**src/rtl/debounce_if.sv**
```systemverilog
// debounce_if: level input and qualified outputs of the debounce block.
// The master side drives the synchronised level; the slave side (the debouncer)
// returns the clean level, edge strobes, busy flag and long-hold strobe.
interface debounce_if;
   logic i_sync;
   logic o_level;
   logic o_rise;
   logic o_fall;
   logic o_busy;
   logic o_hold;

   modport master (
      output i_sync,
      input  o_level,
      input  o_rise,
      input  o_fall,
      input  o_busy,
      input  o_hold
   );

   modport slave (
      input  i_sync,
      output o_level,
      output o_rise,
      output o_fall,
      output o_busy,
      output o_hold
   );
endinterface

```
**src/rtl/debounce.sv**
```systemverilog
// debounce: qualifies an already-synchronised level into a clean level plus
// one-cycle rise/fall strobes. A change is accepted only after STABLE_CYCLES
// consecutive identical samples. Optional long-hold strobe is built when the
// macro DEBOUNCE_HOLD_EN is defined; otherwise o_hold is tied low.
module debounce #(
   parameter int unsigned STABLE_CYCLES = 16,
   parameter int unsigned HOLD_CYCLES   = 1024
) (
   input  logic        clock,
   input  logic        i_nrst,
   debounce_if.slave   bus
);

   localparam int unsigned CNT_W = $clog2(STABLE_CYCLES);

   // Elaboration-time guard on parameter ranges.
   if (STABLE_CYCLES < 2 || STABLE_CYCLES > 65535) begin : g_bad_stable
      $error("debounce: STABLE_CYCLES out of range 2..65535");
   end
   if (HOLD_CYCLES < 2 || HOLD_CYCLES > 24'hFF_FFFF) begin : g_bad_hold
      $error("debounce: HOLD_CYCLES out of range 2..2^24-1");
   end

   typedef enum logic [1:0] {
      LOW     = 2'd0,
      QUAL_HI = 2'd1,
      HIGH    = 2'd2,
      QUAL_LO = 2'd3
   } state_t;

   state_t           state;
   logic [CNT_W-1:0] cnt;
   logic             level_q;
   logic             rise_q;
   logic             fall_q;
   logic             busy_q;
   logic             cnt_last_c;
   logic             rise_done_c;
   logic             fall_done_c;

   // Qualification completes on the sample that makes STABLE_CYCLES in a row.
   assign cnt_last_c  = (cnt == CNT_W'(STABLE_CYCLES - 1));
   assign rise_done_c = (state == QUAL_HI) &&  bus.i_sync && cnt_last_c;
   assign fall_done_c = (state == QUAL_LO) && !bus.i_sync && cnt_last_c;

   // Qualification FSM with registered level, strobes and busy flag.
   always_ff @(posedge clock or negedge i_nrst) begin
      if (!i_nrst) begin
         state   <= LOW;
         cnt     <= '0;
         level_q <= 1'b0;
         rise_q  <= 1'b0;
         fall_q  <= 1'b0;
         busy_q  <= 1'b0;
      end else begin
         rise_q <= 1'b0;
         fall_q <= 1'b0;
         case (state)
            LOW: begin
               if (bus.i_sync) begin
                  state  <= QUAL_HI;
                  cnt    <= CNT_W'(1);
                  busy_q <= 1'b1;
               end else begin
                  cnt    <= '0;
                  busy_q <= 1'b0;
               end
            end
            QUAL_HI: begin
               if (!bus.i_sync) begin
                  state  <= LOW;
                  cnt    <= '0;
                  busy_q <= 1'b0;
               end else if (cnt_last_c) begin
                  state   <= HIGH;
                  cnt     <= '0;
                  level_q <= 1'b1;
                  rise_q  <= 1'b1;
                  busy_q  <= 1'b0;
               end else begin
                  cnt    <= cnt + CNT_W'(1);
                  busy_q <= 1'b1;
               end
            end
            HIGH: begin
               if (!bus.i_sync) begin
                  state  <= QUAL_LO;
                  cnt    <= CNT_W'(1);
                  busy_q <= 1'b1;
               end else begin
                  cnt    <= '0;
                  busy_q <= 1'b0;
               end
            end
            QUAL_LO: begin
               if (bus.i_sync) begin
                  state  <= HIGH;
                  cnt    <= '0;
                  busy_q <= 1'b0;
               end else if (cnt_last_c) begin
                  state   <= LOW;
                  cnt     <= '0;
                  level_q <= 1'b0;
                  fall_q  <= 1'b1;
                  busy_q  <= 1'b0;
               end else begin
                  cnt    <= cnt + CNT_W'(1);
                  busy_q <= 1'b1;
               end
            end
            default: begin
               state  <= LOW;
               cnt    <= '0;
               busy_q <= 1'b0;
            end
         endcase
      end
   end

   assign bus.o_level = level_q;
   assign bus.o_rise  = rise_q;
   assign bus.o_fall  = fall_q;
   assign bus.o_busy  = busy_q;

`ifdef DEBOUNCE_HOLD_EN
   localparam int unsigned HOLD_W = $clog2(HOLD_CYCLES + 1);

   logic [HOLD_W-1:0] hold_cnt;
   logic              hold_q;

   // Long-hold timer: cleared on accepted rise, counts through HIGH and
   // QUAL_LO (an aborted release keeps the count), saturates at threshold.
   always_ff @(posedge clock or negedge i_nrst) begin
      if (!i_nrst) begin
         hold_cnt <= '0;
         hold_q   <= 1'b0;
      end else begin
         hold_q <= 1'b0;
         if (rise_done_c) begin
            hold_cnt <= '0;
         end else if ((state == HIGH || state == QUAL_LO) &&
                      (hold_cnt < HOLD_W'(HOLD_CYCLES))) begin
            hold_cnt <= hold_cnt + HOLD_W'(1);
            // A fall completing on the same edge takes priority.
            if (hold_cnt == HOLD_W'(HOLD_CYCLES - 1)) begin
               hold_q <= !fall_done_c;
            end
         end
      end
   end

   assign bus.o_hold = hold_q;
`else
   assign bus.o_hold = 1'b0;
`endif

endmodule

```
**src/flat_wrapper.sv**
```systemverilog
// flat-port wrapper written by rule: the top's interface ports become plain ports
module debounce_flat 
#(
   parameter int unsigned STABLE_CYCLES = 16,
   parameter int unsigned HOLD_CYCLES   = 1024
)
  (clock, i_nrst, bus_i_sync, bus_o_level, bus_o_rise, bus_o_fall, bus_o_busy, bus_o_hold);
  debounce_if bus_i ();
  input  logic clock;
  input  logic i_nrst;
  input wire logic [$bits(bus_i.i_sync)-1:0] bus_i_sync;
  output wire logic [$bits(bus_i.o_level)-1:0] bus_o_level;
  output wire logic [$bits(bus_i.o_rise)-1:0] bus_o_rise;
  output wire logic [$bits(bus_i.o_fall)-1:0] bus_o_fall;
  output wire logic [$bits(bus_i.o_busy)-1:0] bus_o_busy;
  output wire logic [$bits(bus_i.o_hold)-1:0] bus_o_hold;
  assign bus_i.i_sync = bus_i_sync;
  assign bus_o_level = bus_i.o_level;
  assign bus_o_rise = bus_i.o_rise;
  assign bus_o_fall = bus_i.o_fall;
  assign bus_o_busy = bus_i.o_busy;
  assign bus_o_hold = bus_i.o_hold;
  debounce #(.STABLE_CYCLES(STABLE_CYCLES), .HOLD_CYCLES(HOLD_CYCLES)) u_core (.clock(clock), .i_nrst(i_nrst), .bus(bus_i));
endmodule
```
**config.mk**
```make
export PLATFORM = sky130hd
export DESIGN_NAME = debounce_flat
export DESIGN_NICKNAME = d
export VERILOG_FILES = /design/src/rtl/debounce_if.sv /design/src/rtl/debounce.sv /design/src/flat_wrapper.sv
export SDC_FILE = /design/constraint.sdc
export NUM_CORES = 1
export LEC_CHECK = 0
export ABC_AREA = 1
export BUFFER_PORTS_ARGS = -buffer_cell sky130_fd_sc_hd__buf_2
export CAP_MARGIN = 20
export CELL_PAD_IN_SITES_DETAIL_PLACEMENT = 1
export CELL_PAD_IN_SITES_GLOBAL_PLACEMENT = 1
export CORE_AREA = 5 5 42 44
export CTS_CLUSTER_DIAMETER = 100
export CTS_CLUSTER_SIZE = 12
export DETAILED_ROUTE_END_ITERATION = 6
export DIE_AREA = 0 0 47 49
export PLACE_DENSITY = 0.76
export SYNTH_ARGS = -nofsm -noshare
export SYNTH_HDL_FRONTEND = slang
export SYNTH_SLANG_ARGS = --single-unit
export TNS_END_PERCENT = 100
```
**constraint.sdc**
```tcl
create_clock -name clock -period 1.65 [get_ports clock]
set_clock_uncertainty 0.15 [all_clocks]
set_input_delay 0.0825 -clock clock [delete_from_list [all_inputs] [get_ports clock]]
set_output_delay 0.0825 -clock clock [all_outputs]
set_load 0.01 [all_outputs]
```
After elaboration in Yosys (flattened, before gate mapping):

Index checks and enable logic that the tools add are counted.
W data, S select, Z words.

* add/subtract/negate cells: 1
* equality and inequality tests: 12
* reductions and logical operators: 4
* muxes and demuxes: 29

Operator list (number)
* $mux W1: 16
* $pmux W4 S4: 1
* $mux W2: 6
* $mux W4: 3
* $ne A2 B2 Y1 const B: 4
* $pmux W2 S4: 1
* $ne A3 B2 Y1 const B: 2
* $reduce_and A5 Y1: 1
* $add A4 B1 Y4 const B: 1
* $eq A2 B2 Y1 const B: 2
* $eq A4 B4 Y1 const B: 1
* $ne A2 B1 Y1 const B: 2
* $pmux W1 S4: 1
* $reduce_and A4 Y1: 1
* $eq A2 B1 Y1 const B: 1
* $logic_not A2 Y1: 1
* $pmux W1 S2: 1
* $reduce_bool A2 Y1: 1

* output and inout port bits: 5
* register bits: 10
* logic and storage cells: 52

Depth between registers and ports, before layout:

* depth after elaboration: 4
* depth in mapped cells: 6

Worst setup path after synthesis:

No wires, ideal clock.

* kind: reg-to-reg
* from: reg u_core.cnt[0]
* to: reg u_core.cnt[0]
* required time: 1.386 ns
* library setup time: 0.114 ns
* slack: 0.496 ns
* cell stages (with the launch flop): 7
* arrival: 0.889 ns
* path buffers: 0
* cell sequence: dfrtp_1 -> ha_1 -> nand2_1 -> nor2_2 -> nand2_1 -> nand2_2 -> nor2_1

* longest elaborated chain between the ends: 4
* elaborated cells on any way between the ends: 6
* those cells by class: add/sub (1); eq/ne (1); mux (4)

Ends and longest elaborated chain
* start: declaration: line debounce.sv:32 `logic [CNT_W-1:0] cnt;`
* start signal: assignment: line debounce.sv:81 `cnt <= cnt + CNT_W'(1);`
* start signal: assignment: line debounce.sv:107 `cnt <= cnt + CNT_W'(1);`
* $add A4 B1 Y4 / $eq A4 B4 Y1 (equally long branches): line debounce.sv:81, debounce.sv:107, debounce.sv:42
* $mux W4 (*): line debounce.sv:74, debounce.sv:100
* $mux W4 (on tied branches): line debounce.sv:96, debounce.sv:70
* $pmux W4 S4 (*): line debounce.sv:58 `case (state)`

Mark *: on every way between the ends. The rest lies on a longest branch, timed or not.
A chain may end at the register's enable or synchronous reset.

Final worst setup path:

* from: reg u_core.cnt[0]
* to: reg u_core.busy_q, in the netlist u_core.bus.o_busy

* longest elaborated chain between the ends: 4
* elaborated cells on any way between the ends: 5
* those cells by class: eq/ne (1); mux (4)

Ends and longest elaborated chain
* $eq A4 B4 Y1 (*): line debounce.sv:42 `assign cnt_last_c = (cnt == CNT_W'(STABLE_CYCLES - 1));`
* $mux W1 (*): line debounce.sv:74, debounce.sv:100
* $mux W1 (on tied branches): line debounce.sv:96, debounce.sv:70
* $pmux W1 S4 (*): line debounce.sv:58
* end signal: assignment: line debounce.sv:63 `busy_q <= 1'b1;`
* end signal: assignment: line debounce.sv:73 `busy_q <= 1'b0;`
* end signal: assignment: line debounce.sv:99 `busy_q <= 1'b0;`
* end: declaration: line debounce.sv:36 `logic busy_q;`

Marked as above.

==> impl_metrics.prom <==
# TYPE chip_impl_metric gauge
chip_impl_info{name="critical-path-top-cell-by-count",value="sky130_fd_sc_hd__nand2_1"} 1
chip_impl_metric{name="clock_insertion_delay_worst_skew",unit="ns"} 0.27
chip_impl_metric{name="setup_slack",unit="ns"} 0.376
chip_impl_metric{name="mappedNetlistNets",unit=""} 58
chip_impl_metric{name="cp_data_required_time",unit="ns"} 1.66
chip_impl_info{name="worstHoldPathType",value="in2async"} 1
chip_impl_metric{name="critical_path.max_stage_delay",unit="ns"} 0.40
chip_impl_info{name="final_cell_mix",value="sky130_fd_sc_hd__nand2_1, sky130_fd_sc_hd__inv_1, sky130_fd_sc_hd__dfrtp_1"} 1
chip_impl_metric{name="globalplace.congestion",unit=""} 0.744
chip_impl_metric{name="number_of_antenna_violations_at_the_first_check_in_global_routing",unit=""} 0
chip_impl_metric{name="detail_route.first_pass.iterations",unit=""} 1
chip_impl_metric{name="detail_route.drc_violations",unit=""} 0
chip_impl_metric{name="post-layout-total-power",unit="uW"} 513
chip_impl_metric{name="row_count",unit=""} 14
chip_impl_info{name="clockRootBuffer",value="sky130_fd_sc_hd__clkbuf_4"} 1
chip_impl_metric{name="ir_drop",unit="mV"} 0.401
chip_impl_metric{name="final-setup-viol-count",unit=""} 0
chip_impl_metric{name="die-area",unit="sq um"} 2300
chip_impl_info{name="cp-startpoint",value="u_core.cnt[0]$_DFF_PN0_"} 1
chip_impl_info{name="worstReg2RegStart",value="u_core.cnt[0]$_DFF_PN0_"} 1
chip_impl_info{name="setup_repair_after_global_routing_missed_its_margin",value="no"} 1
chip_impl_metric{name="place_ws",unit="ns"} 0.384
chip_impl_metric{name="top_level_pins",unit=""} 8
chip_impl_info{name="endpoint_kind",value="flop"} 1
chip_impl_metric{name="design.core.area",unit="sq um"} 1400
chip_impl_info{name="cts_tree",value="done"} 1
chip_impl_metric{name="drtAntennaViolNets",unit=""} 0
chip_impl_metric{name="worst_setup_hold_path_clk_slew",unit="ns"} 0.07
chip_impl_metric{name="post_synth_inst_count",unit=""} 54
chip_impl_metric{name="post-cts-setup-buffers",unit=""} 0
chip_impl_metric{name="maxSlewViolCount",unit=""} 0
chip_impl_info{name="critical-path-slowest-cell",value="sky130_fd_sc_hd__dfrtp_1"} 1
chip_impl_metric{name="finalHoldViolCount",unit=""} 0
chip_impl_metric{name="vias",unit=""} 346
chip_impl_info{name="status",value="completed"} 1
chip_impl_metric{name="netlist_area",unit="sq um"} 447
chip_impl_metric{name="final_min_period_over_clock_period",unit="%"} 77.2
chip_impl_metric{name="synth-warning-count",unit=""} 0
chip_impl_metric{name="cts_hold_repair.buffers",unit=""} 2
chip_impl_metric{name="ctsHtreeMaxLevel",unit=""} 1
chip_impl_metric{name="post_synth.cell_area_avg",unit="sq um"} 8.27
chip_impl_info{name="worstSetupPathType",value="reg2reg"} 1
chip_impl_metric{name="antenna_diode_count",unit=""} 0
chip_impl_metric{name="layout-area-overhead-vs-synth",unit="%"} 22.1
chip_impl_metric{name="grt_pass1_wl",unit="mm"} 1.77
chip_impl_info{name="crit_chain",value="ha_1 > nand2_1 > nor2_2 > nand2_1 > nand2_2 > inv_1"} 1
chip_impl_metric{name="tritoncts_num_sinks",unit=""} 10
chip_impl_info{name="mostFrequentLayoutCell",value="sky130_fd_sc_hd__nand2_1"} 1
chip_impl_metric{name="clock_path_buffers",unit=""} 2
chip_impl_metric{name="design.final.nets",unit=""} 70
chip_impl_info{name="synth_top_cell_by_area",value="sky130_fd_sc_hd__dfrtp_1"} 1
chip_impl_metric{name="cp_max_fo",unit=""} 4
chip_impl_metric{name="overflow",unit=""} 0
chip_impl_metric{name="drv_cap",unit=""} 0
chip_impl_metric{name="grt_use_total",unit="%"} 11.4
chip_impl_metric{name="ff2ff_setup_slack",unit="ns"} 0.38
chip_impl_metric{name="r2r_cells",unit=""} 6
chip_impl_metric{name="netlist.area_leader.share",unit="%"} 56.0
chip_impl_metric{name="fin_setup_tns",unit="ns"} 0
chip_impl_metric{name="p_leak",unit="nW"} 0.333
chip_impl_info{name="start_kind",value="flop"} 1
chip_impl_metric{name="vias_in_the_first_global_route",unit=""} 379
chip_impl_metric{name="fmax",unit="MHz"} 785
chip_impl_metric{name="port_buffers",unit=""} 6
chip_impl_metric{name="post_detailed_routing_wire_length",unit="um"} 893
chip_impl_metric{name="die_w",unit="um"} 47
chip_impl_info{name="synth.area.top_cells",value="sky130_fd_sc_hd__dfrtp_1, sky130_fd_sc_hd__nand2_1, sky130_fd_sc_hd__inv_1"} 1
chip_impl_metric{name="worst_path_buffer_plus_inverter_count",unit=""} 1
chip_impl_metric{name="synth_seq_area_share",unit="%"} 56.0
chip_impl_metric{name="number_of_cts_inserted_buffers",unit=""} 3
chip_impl_info{name="regToRegEndpoint",value="u_core.bus.o_busy$_DFF_PN0_"} 1
chip_impl_metric{name="worst_path_arrival",unit="ns"} 1.29
chip_impl_metric{name="grt_start_max_net_pins",unit=""} 11
chip_impl_metric{name="detail_route.vias_per_cell",unit=""} 4.27
chip_impl_metric{name="starting_density_of_the_core",unit="%"} 31.9
chip_impl_metric{name="fin_crit",unit="ns"} 1.27
chip_impl_metric{name="cts_resized",unit=""} 0
chip_impl_info{name="worstSetupEndpoint",value="u_core.bus.o_busy$_DFF_PN0_"} 1
chip_impl_metric{name="pwr_density_cell",unit="nW/um^2"} 940
chip_impl_metric{name="wl_per_cell",unit="um"} 11.0
chip_impl_metric{name="yosys_register_bits",unit=""} 10
chip_impl_metric{name="place_hpwl",unit="um"} 684
chip_impl_metric{name="first_iteration_detailed_routing_drc_count",unit=""} 0
chip_impl_metric{name="layout-drive-gt1-share",unit="%"} 20.0
chip_impl_metric{name="number_of_different_library_cells_in_the_post_synthesis_netlist",unit=""} 12
chip_impl_metric{name="worst-path-stages",unit=""} 6
chip_impl_metric{name="dieHeight",unit="um"} 49
chip_impl_info{name="cp_top_family",value="flip-flops"} 1
chip_impl_metric{name="final_cell_utilization_of_the_core",unit="%"} 38.9
## flip-flops by register name, indices dropped and copies added, names as in the netlist, named ones only
| name | flops |
|---|---|
| u_core.cnt | 4 |
| u_core.state | 1 |
| u_core.bus.o_rise | 1 |
| u_core.bus.o_level | 1 |
| u_core.bus.o_busy | 1 |
| u_core.bus.o_fall | 1 |
## how the worst min path moves through the flow
stage | depth (start not counted) | slack [ns] | endpoint
after floorplan | 0 | -0.36 | asynchronous set/reset pin
after global placement | 1 | -0.20 | u_core.bus.o_busy$_DFF_PN0_
after detailed placement | 1 | -0.19 | u_core.bus.o_busy$_DFF_PN0_
after CTS | 2 | 0.05 | u_core.cnt[0]$_DFF_PN0_
after global routing | 2 | 0.06 | u_core.state[0]$_DFFE_PN0P_
final | 2 | 0.05 | u_core.cnt[0]$_DFF_PN0_
## power breakdown
| group | total (mW) | switching (mW) | internal (mW) |
|---|---|---|---|
| clock network | 0.227 | 0.0928 | 0.134 |
| registers | 0.256 | 0.00568 | 0.251 |
| logic | 0.0299 | 0.0180 | 0.0119 |
## area by class of cell
type / count / area (sq um)
Sequential cell: 10 / 250
Clock buffer: 4 / 36.3
Inverter: 11 / 41.3
Multi-Input combinational cell: 32 / 148
Tap cell: 16 / 20.0
Timing Repair Buffer: 8 / 50.0
Fill cell: 175 / 856
## per-stage QoR
step	area [sq um]	hold slack, ns	std cells
finish	546	0.0457	81
global route	546	0.0588	81
CTS	546	0.0464	81
detailed placement	489	-0.195	75
global placement	489	-0.199	75
floorplan	447	-0.363	54
## Yosys cell counts
master / count
sky130_fd_sc_hd__buf_4: 1
sky130_fd_sc_hd__conb_1: 1
sky130_fd_sc_hd__dfrtp_1: 10
sky130_fd_sc_hd__ha_1: 1
sky130_fd_sc_hd__inv_1: 11
sky130_fd_sc_hd__nand2_1: 17
sky130_fd_sc_hd__nand2_2: 1
sky130_fd_sc_hd__nand3_1: 3
sky130_fd_sc_hd__nand4_1: 1
sky130_fd_sc_hd__nor2_1: 5
sky130_fd_sc_hd__nor2_2: 2
sky130_fd_sc_hd__xnor2_1: 1
## cells by family (layout without fill, tap and decap cells)
kind of cell,count (synthesis),after routing,synth area share (%)
XOR/XNOR,1,1,1.96
adder cells (fa/ha/maj),1,1,2.80
buffers and inverters,12,23,10.9
flip-flops,10,10,56.0
other,1,1,0.840
AND/OR/NAND/NOR,29,29,27.5
## metal layers
layer	vias to the layer above	wire, um	track usage, %	part of all wire [%]
met3	2	28	4.80	3.1
li1	179	-	-	-
met1	161	407	13.4	46
met2	4	438	15.2	49
met5	-	0	0	0
met4	0	18	9.68	2.0
No activity file was read; power rests on OpenSTA's default activity.
